## src/rtl/beep_pkg.sv

```systemverilog
// Shared types and widths for the beep arbiter and its tone divider.
package beep_pkg;

  localparam int unsigned N_REQ  = 3;
  localparam int unsigned TONE_W = 18;
  localparam int unsigned DUR_W  = 24;

  typedef enum logic [1:0] {
    ST_IDLE = 2'd0,
    ST_PLAY = 2'd1,
    ST_GAP  = 2'd2
  } beep_state_e;

  // Isolates the lowest set bit; index 0 is the highest priority.
  function automatic logic [N_REQ-1:0] lowest_onehot(input logic [N_REQ-1:0] v);
    return v & (~v + N_REQ'(1));
  endfunction

endpackage

```

## src/rtl/beep_tone_div.sv

```systemverilog
// Square-wave tone divider: toggles the output every half_i cycles while enabled.
module beep_tone_div
  import beep_pkg::*;
(
  input  logic              clk_i,
  input  logic              rst_i,
  input  logic              restart_i,
  input  logic              en_i,
  input  logic              mute_i,
  input  logic [TONE_W-1:0] half_i,
  output logic              sound_o
);

  logic [TONE_W-1:0] cnt_q, cnt_d;
  logic              phase_q, phase_d;
  logic              snd_q;

  always_comb begin
    cnt_d   = cnt_q;
    phase_d = phase_q;
    if (restart_i || !en_i) begin
      cnt_d   = '0;
      phase_d = 1'b0;
    end else if (cnt_q == half_i - TONE_W'(1)) begin
      cnt_d   = '0;
      phase_d = ~phase_q;
    end else begin
      cnt_d = cnt_q + TONE_W'(1);
    end
  end

  // Mute only gates the driven output; the phase keeps running underneath.
  always_ff @(posedge clk_i) begin
    if (rst_i) begin
      cnt_q   <= '0;
      phase_q <= 1'b0;
      snd_q   <= 1'b0;
    end else begin
      cnt_q   <= cnt_d;
      phase_q <= phase_d;
      snd_q   <= phase_d & ~mute_i;
    end
  end

  assign sound_o = snd_q;

endmodule

```

## src/rtl/beep_arbiter.sv

```systemverilog
// Fixed-priority beep arbiter: queues requests, plays one beep then a silent gap.
// Define BEEP_PREEMPT_EN to let a higher-priority request interrupt a beep in PLAY.
module beep_arbiter
  import beep_pkg::*;
#(
  parameter int unsigned HALF0 = 65536,
  parameter int unsigned HALF1 = 98304,
  parameter int unsigned HALF2 = 131072,
  parameter int unsigned DUR   = 4194304,
  parameter int unsigned GAP   = 2097152
) (
  input  logic             iCLK,
  input  logic             iRST,
  input  logic [N_REQ-1:0] iREQ,
  input  logic             iMUTE,
  output logic             oSOUND,
  output logic [N_REQ-1:0] oGNT,
  output logic             oBUSY,
  output logic [N_REQ-1:0] oDONE
);

  beep_state_e       state_q, state_d;
  logic [N_REQ-1:0]  pend_q, pend_d;
  logic [N_REQ-1:0]  gnt_q, gnt_d;
  logic [N_REQ-1:0]  done_q, done_d;
  logic [DUR_W-1:0]  cnt_q, cnt_d;
  logic              busy_q;

  logic [N_REQ-1:0]  pick;
  logic [N_REQ-1:0]  clr_mask;
  logic [N_REQ-1:0]  requeue_mask;
  logic              restart;
  logic [TONE_W-1:0] half_sel;

  // One counter serves both the beep duration and the gap length.
  always_comb begin
    state_d      = state_q;
    gnt_d        = gnt_q;
    cnt_d        = cnt_q;
    done_d       = '0;
    clr_mask     = '0;
    requeue_mask = '0;
    restart      = 1'b0;
    pick         = lowest_onehot(pend_q);

    unique case (state_q)
      ST_IDLE: begin
        if (pend_q != '0) begin
          state_d  = ST_PLAY;
          gnt_d    = pick;
          clr_mask = pick;
          cnt_d    = '0;
          restart  = 1'b1;
        end
      end
      ST_PLAY: begin
`ifdef BEEP_PREEMPT_EN
        if ((pend_q & (gnt_q - N_REQ'(1))) != '0) begin
          gnt_d        = pick;
          clr_mask     = pick;
          requeue_mask = gnt_q;
          cnt_d        = '0;
          restart      = 1'b1;
        end else
`endif
        if (cnt_q == DUR_W'(DUR - 1)) begin
          state_d = ST_GAP;
          gnt_d   = '0;
          cnt_d   = '0;
          done_d  = gnt_q;
        end else begin
          cnt_d = cnt_q + DUR_W'(1);
        end
      end
      ST_GAP: begin
        if (cnt_q == DUR_W'(GAP - 1)) begin
          state_d = ST_IDLE;
          cnt_d   = '0;
        end else begin
          cnt_d = cnt_q + DUR_W'(1);
        end
      end
      default: begin
        state_d = ST_IDLE;
        gnt_d   = '0;
        cnt_d   = '0;
      end
    endcase

    // A new request on the clearing edge wins over the clear.
    pend_d = (pend_q & ~clr_mask) | requeue_mask | iREQ;
  end

  always_ff @(posedge iCLK) begin
    if (iRST) begin
      state_q <= ST_IDLE;
      pend_q  <= '0;
      gnt_q   <= '0;
      done_q  <= '0;
      cnt_q   <= '0;
      busy_q  <= 1'b0;
    end else begin
      state_q <= state_d;
      pend_q  <= pend_d;
      gnt_q   <= gnt_d;
      done_q  <= done_d;
      cnt_q   <= cnt_d;
      busy_q  <= (state_d != ST_IDLE);
    end
  end

  always_comb begin
    half_sel = TONE_W'(HALF0);
    if (gnt_q[1]) begin
      half_sel = TONE_W'(HALF1);
    end else if (gnt_q[2]) begin
      half_sel = TONE_W'(HALF2);
    end
  end

  beep_tone_div u_tone (
    .clk_i     (iCLK),
    .rst_i     (iRST),
    .restart_i (restart),
    .en_i      (state_d == ST_PLAY),
    .mute_i    (iMUTE),
    .half_i    (half_sel),
    .sound_o   (oSOUND)
  );

  assign oGNT  = gnt_q;
  assign oBUSY = busy_q;
  assign oDONE = done_q;

endmodule

```

## config.mk

```make
export PLATFORM = sky130hd
export DESIGN_NAME = beep_arbiter
export DESIGN_NICKNAME = d
export VERILOG_FILES = /design/src/rtl/beep_pkg.sv /design/src/rtl/beep_tone_div.sv /design/src/rtl/beep_arbiter.sv
export SDC_FILE = /design/constraint.sdc
export NUM_CORES = 1
export LEC_CHECK = 0
export ABC_AREA = 1
export CORE_MARGIN = 4
export CORE_UTILIZATION = 59
export CTS_BUF_LIST = sky130_fd_sc_hd__clkbuf_4
export CTS_CLUSTER_DIAMETER = 150
export DETAILED_ROUTE_END_ITERATION = 10
export DONT_BUFFER_PORTS = 1
export MAX_ROUTING_LAYER = met4
export PLACE_DENSITY_LB_ADDON = 0.12
export REMOVE_ABC_BUFFERS = 1
export SETUP_SLACK_MARGIN = 0.4
export SYNTH_ARGS = -nofsm -noshare
export SYNTH_HDL_FRONTEND = slang
export SYNTH_SLANG_ARGS = --single-unit
```

## constraint.sdc

```tcl
create_clock -name iCLK -period 1.6 [get_ports iCLK]
set_input_delay 0.32 -clock iCLK [delete_from_list [all_inputs] [get_ports iCLK]]
set_output_delay 0.32 -clock iCLK [all_outputs]
set_load 0.01 [all_outputs]
```

==> results of run 1 <==
-- layout make-up --
| type | count | area (µm²) |
|---|---|---|
| multi-input combinational | 291 | 1940 |
| sequential | 56 | 1130 |
| fill | 253 | 712 |
| timing repair buffer | 71 | 652 |
| inverter | 55 | 206 |
| tap | 67 | 83.8 |
| clock buffer | 6 | 45.0 |
| clock inverter | 2 | 16.3 |
-- repair_timing --
item,CTS,global route
endpoints found under the setup margin,55,55
endpoints found under the hold margin,10,0
cloned,3,3
hold buffers,2,0
setup buffers,7,1
gates resized for setup,71,24
pin swaps,19,12
-- cells in the mapped netlist, drive strengths merged --
cell,instances,share of area
nor3b,1,0.0025
nor4,3,0.0064
nand3b,3,0.0076
ha,6,0.025
xnor2,8,0.024
o21ai,3,0.0051
dfxtp,56,0.38
inv,55,0.070
a31o,1,0.0030
clkbuf,2,0.0025
nor2,64,0.087
nand4,10,0.021
buf,4,0.013
xor2,20,0.059
nor3,32,0.071
nand3,30,0.056
or2,2,0.0042
a21oi,14,0.024
o21a,1,0.0025
o21bai,1,0.0025
nand2,89,0.13
-- power by group through the flow --
stage	registers, mW	logic (mW)	clock network (mW)
after global placement	1.48	0.447	0
after floorplan	1.48	0.240	0
after CTS	1.46	0.637	0.661
after global routing	1.46	0.820	0.715
final	1.46	0.782	0.668
after detailed placement	1.48	0.455	0
-- registers in the layout, indices dropped and copies added (netlist names) --
| name | flops |
|---|---|
| u_tone.phase_q | 1 |
| oGNT | 3 |
| pend_q | 3 |
| cnt_q | 24 |
| u_tone.sound_o | 1 |
| state_q | 2 |
| oBUSY | 1 |
| u_tone.cnt_q | 18 |
| oDONE | 3 |
-- through the flow --
| step | power (mW) | instance area, µm² | utilization |
|---|---|---|---|
| 4_1_cts | 2.75 | 3910 | 0.816 |
| 3_5_place_dp | 1.93 | 3430 | 0.717 |
| 2_1_floorplan | 1.72 | 2900 | - |
| 6_report | 2.91 | 4070 | 0.851 |
| 5_1_grt | 3.00 | 4070 | 0.851 |
| 3_3_place_gp | 1.92 | 3430 | 0.717 |
-- cell families after synthesis --
logic type	count (synthesis)	share of synthesized area
AOI/OAI and AO/OA	20	0.0369
xor gates and xnor gates	28	0.0832
adders and majority gates	6	0.0255
buffers and inverters	61	0.0858
DFF	56	0.380
and+or+nand+nor	234	0.388
-- routing by layer --
| layer | GRT usage | up-vias | share of wire |
|---|---|---|---|
| met1 | 0.356 | 1489 | 0.40 |
| met3 | 0.0631 | 61 | 0.083 |
| met4 | 0.101 | 0 | 0.042 |
| met5 | - | - | 0 |
| met2 | 0.460 | 193 | 0.48 |
| li1 | - | 1442 | - |
-- how the worst max path moves through the flow --
stage	depth (start not counted)	slack, ns	from	endpoint
floorplan	8	-0.14	state_q[1]	u_tone.cnt_q[0]
global placement	11	-0.07	cnt_q[0]	u_tone.cnt_q[4]
detailed placement	12	-0.15	cnt_q[0]	cnt_q[10]
CTS	11	-0.05	cnt_q[0]	u_tone.cnt_q[5]
global route	11	-0.31	cnt_q[0]	u_tone.cnt_q[6]
finish	10	-0.24	cnt_q[22]	u_tone.cnt_q[12]
==> results.md, run 1 <==
* Outcome: finished, violations left
* Failing checks: setup timing
* Unrepaired setup endpoints after global routing: yes
* Leak at 1.61 nW
* Gpl congestion at 0.876
* Final-report hold violation count at 0
* Clock tree buffer depth at 2
* CORE AREA at 4790 µm²
* GRT Total Usage at 0.287
* Final period utilization at 1.15
* Psw at 0.942 mW
* Commonest non-fill, non-tap cell in the layout: nand2_1
* Max Cap Viol at 0
* WP data arrival at 2.14 ns
* Worst VDD drop at 0.000756 V
* P_int at 1.97 mW
* Most frequent cells in the layout: nand2_1, buf_4, nor2_1, inv_1, dfxtp_1
* Sw Ratio at 0.324
* Area growth, synth to finish at 38.3%
* Worst Hold End: oBUSY
* Routed WL at 9.80 mm
* Average wire per standard cell at 17.9 µm
* Die area at 6190 µm²
* Final worst slack at -0.241 ns
* Die X-Extent at 78.7 µm
* CTS H-tree lvls at 2
* Post-Route Skew at 0.0202 ns
* CTS Buf Count at 5
* Worst-path clk slew at 0.15 ns
* PwrDens at 714 nW/µm²
* CP delay by family, top: simple AND/OR/NAND/NOR gates
* Number of global-route vias before repair at 2976
* FF+latch count, synth at 56
* Reg power frac at 0.502
* CP Launch Type: register
* Max Freq at 543 MHz
* CP cell instances: nor2_1 > nand2_1 > nor2_1 > nand2_2 > nand2_4 > nand3_4 > nand3_4 > buf_6 > buf_12 > nor3_2
* Initial DRC count at 329
* Post-synthesis sequential area ratio at 0.380
* Pin count of the biggest net entering global routing at 19
* Post-Synthesis Cells at 405
* Worst skew pair latency at 0.41 ns
* Worst-margin pin slew at 0.469 ns
* Slowest CP cell: dfxtp_1
* Slew Viols, Final at 0
* Dpl ws at -0.154 ns
* Clock sink count at 56
* Setup TNS after final layout at -9.21 ns
* Synth Warn # at 0
* Largest stage delay, worst path at 0.37 ns
* Clock power share at 0.229
* DP Cell Count at 524
* Starting Density at 0.616
* Clock period minus worst slack at 1.84 ns
* Syn_area_per_cell at 7.28 µm²
* Reg2Reg Launch Point: cnt_q[22]
* Setup CP Type: register to register
* Share of cells above drive strength 1 at 0.353
* Total Nets Final at 492
* Gr ovfl total at 0
* Die Ht at 78.7 µm
* Synth Cell Area at 2950 µm²
* Clock root buffer: clkbuf_4
* Rows at 25
* R2r setup slk at -0.24 ns
* First-pass GRT wire length at 13.6 mm
* Initial antenna violation count at 0
* Vias at 3185
* Ant. Diodes at 0
* I/O pins at 14
* Via-to-Cell Ratio at 5.81
* Critical path fanouts, max at 5
* Worst hold slack at 0.00732 ns
* Synth unique cells at 29
* # DRC at 0
* Antenna Nets Post-Route at 0
* Hold depth at 1
* Hold WC Path Type: primary input to register
* RR Endpoint: u_tone.cnt_q[12]
* Non-filler cells, final at 548
* Reg2reg path depth at 10
* CP required at 1.90 ns
* Hold_sp: iRST
* CTS tree: done
* Number of buffers and inverters on the critical path at 2
* Final setup fails at 50
* Worst Setup End Kind: register
* HPWL after DPL at 4.82 mm
* Logic pwr share at 0.269
* PortBufs at 0
* First-pass detailed-route iteration total at 7
* Worst slew margin at 0.686
No activity file was read; power rests on OpenSTA's default activity.
==> run 2, diff against run 1 <==
ABC_AREA = unset   (was 1)
==> run 2 against run 1 <==
The run still ends with setup timing left. Total power rose by 1.2%. Wire length fell by 14%. Setup slack got worse by 0.30 ns. Combinational power fell by 10%. Flip-flop and latch count did not move. Critical path depth fell by 1. Core utilization rose by 2.2 points. Synthesized cell count fell by 20%.
==> results.md, run 2 <==
* Outcome: finished, violations left (unchanged)
* Failing checks: setup timing (unchanged)
* HPWL after DPL at 4.85 mm (was 4.82 mm)
* Routed WL at 8.44 mm (was 9.80 mm)
* GRT Total Usage at 0.261 (was 0.287)
* Die Ht at 78.2 µm (was 78.7 µm)
* First-pass detailed-route iteration total at 6 (was 7)
* Largest family of logic cells by synthesized area: simple AND/OR/NAND/NOR gates (unchanged)
* Post-synthesis sequential area ratio at 0.386 (was 0.380)
* Top flop regs: cnt_q (24), u_tone.cnt_q (18) (unchanged)
* Hold WC Path Type: primary input to register (unchanged)
* FF+latch count, synth at 56 (unchanged)
* Biggest register: cnt_q (unchanged)
* Worst slew margin at 0.730 (was 0.686)
* CTS tree: done (unchanged)
* Max Freq at 467 MHz (was 543 MHz)
* Area leader, netlist: dfxtp_1 (unchanged)
* Synth Area in Simple Gates at 0.358 (was 0.388)
* Async set-or-reset flop fraction in the synthesized netlist at 0 (unchanged)
* Post-synthesis adder-cell area fraction at 0.0258 (was 0.0255)
* Top_reg_cell synth: dfxtp_1 (unchanged)
* Total Nets Final at 426 (was 492)
* CTS Buf Count at 5 (unchanged)
* Area growth, synth to finish at 42.8% (was 38.3%)
* CP required at 1.91 ns (was 1.90 ns)
* Final-report hold violation count at 0 (unchanged)
* Final setup fails at 51 (was 50)
* Synth Area in Compound Gates at 0.0822 (was 0.0369)
* Synth unique cells at 53 (was 29)
* Clock sink count at 56 (unchanged)
* Rows at 25 (unchanged)
* Leak at 1.54 nW (was 1.61 nW)
* Post-synthesis mux area share at 0 (unchanged)
* Xor and xnor area share after synthesis at 0.0994 (was 0.0832)
* Worst-margin pin slew at 0.402 ns (was 0.469 ns)
* WP data arrival at 2.45 ns (was 2.14 ns)
* Clock tree buffer depth at 2 (unchanged)
* CP Launch Type: register (unchanged)
* Worst hold slack at 0.0485 ns (was 0.00732 ns)
* First-pass GRT wire length at 12.5 mm (was 13.6 mm)
* Commonest non-fill, non-tap cell in the layout: buf_4 (was nand2_1)
* Worst skew pair latency at 0.40 ns (was 0.41 ns)
* Clock period minus worst slack at 2.14 ns (was 1.84 ns)
* Post-Route Skew at 0.0164 ns (was 0.0202 ns)
* Worst Setup End Kind: register (unchanged)
* Largest cells by area after synthesis: dfxtp_1, nor3_1, xnor2_1 (was dfxtp_1, nand2_1, nor2_1)
* Die area at 6120 µm² (was 6190 µm²)
* Initial antenna violation count at 0 (unchanged)
* Starting Density at 0.612 (was 0.616)
* Share of cells above drive strength 1 at 0.460 (was 0.353)
* CTS H-tree lvls at 2 (unchanged)
* Gpl congestion at 0.816 (was 0.876)
* Setup CP Type: register to register (unchanged)
* Synth Warn # at 0 (unchanged)
* PwrDens at 709 nW/µm² (was 714 nW/µm²)
* Area share of the largest cell type after synthesis at 0.386 (was 0.380)
* Gr ovfl total at 0 (unchanged)
* Largest stage delay, worst path at 0.42 ns (was 0.37 ns)
* Worst-path clk slew at 0.16 ns (was 0.15 ns)
* Fillers at 232 (was 253)
* Most common cell in the netlist: dfxtp_1 (was nand2_1)
* Vias at 2835 (was 3185)
* Average wire per standard cell at 17.5 µm (was 17.9 µm)
* Synth Cell Area at 2910 µm² (was 2950 µm²)
* Ant. Diodes at 0 (unchanged)
* Number of global-route vias before repair at 2756 (was 2976)
* Worst VDD drop at 0.000509 V (was 0.000756 V)
* # DRC at 0 (unchanged)
* Max Cap Viol at 0 (unchanged)
* Final period utilization at 1.34 (was 1.15)
* CORE AREA at 4750 µm² (was 4790 µm²)
* DP Cell Count at 463 (was 524)
* Unrepaired setup endpoints after global routing: yes (unchanged)
* PortBufs at 0 (unchanged)
* Most used cell, CP: buf_6
* Clock root buffer: clkbuf_4 (unchanged)
* Initial DRC count at 145 (was 329)
* Antenna Nets Post-Route at 0 (unchanged)
* I/O pins at 14 (unchanged)
* Dpl ws at -0.480 ns (was -0.154 ns)
* Syn_area_per_cell at 8.97 µm² (was 7.28 µm²)
* Critical path fanouts, max at 4 (was 5)
* Max reg flops at 24 (unchanged)
* Final worst slack at -0.543 ns (was -0.241 ns)
* Slowest CP cell: or3b_4 (was dfxtp_1)
* Slew Viols, Final at 0 (unchanged)
* DP Area at 3590 µm² (was 3430 µm²)
* Die X-Extent at 78.2 µm (was 78.7 µm)
* Non-filler cells, final at 482 (was 548)
* Post-Synthesis Cells at 324 (was 405)
* Post-synth EDFFs at 0 (unchanged)
* Synth top cells by count: dfxtp_1, nor3_1, nand2_1, nand3_1, nor2_1 (was nand2_1, nor2_1, dfxtp_1, inv_1, nand3_1)
* Most frequent cells in the layout: buf_4, dfxtp_1, nand2_1, nor3_1, xnor2_1 (was nand2_1, buf_4, nor2_1, inv_1, dfxtp_1)
* CP cell instances: or3b_4 > nor4_4 > buf_4 > a41oi_4 > buf_6 > a21oi_4 > buf_6 > buf_6 > nor3_2 (was nor2_1 > nand2_1 > nor2_1 > nand2_2 > nand2_4 > nand3_4 > nand3_4 > buf_6 > buf_12 > nor3_2)
* Via-to-Cell Ratio at 5.88 (was 5.81)
* Final Cell Area at 4150 µm² (was 4070 µm²)
* Pin count of the biggest net entering global routing at 33 (was 19)
==> run 2: changes by cell type after synthesis, sizes merged, moves of 9 or more <==
cell,change
nand3,-9
inv,-43
nor2,-43
nand2,-66
xnor2,+11
nor4,+13
==> run 2: cell families (layout without fill, tap and decap cells) <==
logic type | count (synthesis) | count (layout)
flops | 56 | 56
xor+xnor | 33 | 33
fa+ha+maj | 6 | 6
simple gates | 165 | 165
buf+inv | 30 | 121
compound gates | 34 | 34
==> run 2: worst paths after layout <==
| kind | start | to | slack, ns | depth (start not counted) |
|---|---|---|---|---|
| worst max-delay path | cnt_q[8] | cnt_q[22] | -0.54 | 9 |
| worst min-delay path | iREQ[1] | pend_q[1] | 0.05 | 2 |
| worst max register to register | cnt_q[8] | cnt_q[22] | -0.54 | 9 |
| worst min register to register | oGNT[1] | oDONE[1] | 0.50 | 2 |
==> run 2: power breakdown <==
group | leakage [nW] | internal (mW) | switching (mW)
Combinational | 1.04 | 0.302 | 0.399
Clock | 0.0456 | 0.345 | 0.457
Sequential | 0.459 | 1.42 | 0.0212
==> run 2: cell type report <==
type                    instances  area [µm²]  share of cell area
clock inverters                 2        35.0             0.00844
clock buffers                   6        45.0              0.0108
repair buffers                101         862               0.208
inverters                      12        45.0              0.0108
flip-flops and latches         56        1140               0.274
multi-input cells             238        1940               0.468
well taps                      67        83.8              0.0202
==> run 2: repair_timing <==
| action | CTS | global route |
|---|---|---|
| endpoints found under the setup margin | 55 | 57 |
| pin swaps | 6 | 37 |
| gates resized for setup | 34 | 60 |
| setup buffers | 5 | 4 |
| hold buffers | 1 | 0 |
| hold endpoints to repair | 32 | 0 |
| gates cloned | 1 | 0 |
==> run 2: worst max-delay path: cells and delay by family, from the launching register on <==
| kind | cells | cell delay [ns] |
|---|---|---|
| buffers and inverters | 4 | 0.62 |
| AOI/OAI and AO/OA | 2 | 0.34 |
| and+or+nand+nor | 3 | 0.69 |
| DFF | 1 | 0.39 |
==> run 2: through the flow <==
step	total power [mW]	TNS, ns	util
3_3_place_gp	1.94	-15.05	0.755
5_1_grt	3.04	-27.79	0.873
2_1_floorplan	1.71	-49.57	-
4_1_cts	2.80	-18.50	0.813
3_5_place_dp	1.94	-18.51	0.755
6_report	2.95	-23.81	0.873
==> run 2: metal layers <==
layer  GRT usage  vias to the layer above  wire [µm]
li1            -                     1350          -
met1       0.299                     1364       3260
met2       0.459                       94       4440
met3      0.0436                       27        470
met4      0.0997                        0        262
met5           -                        -          0
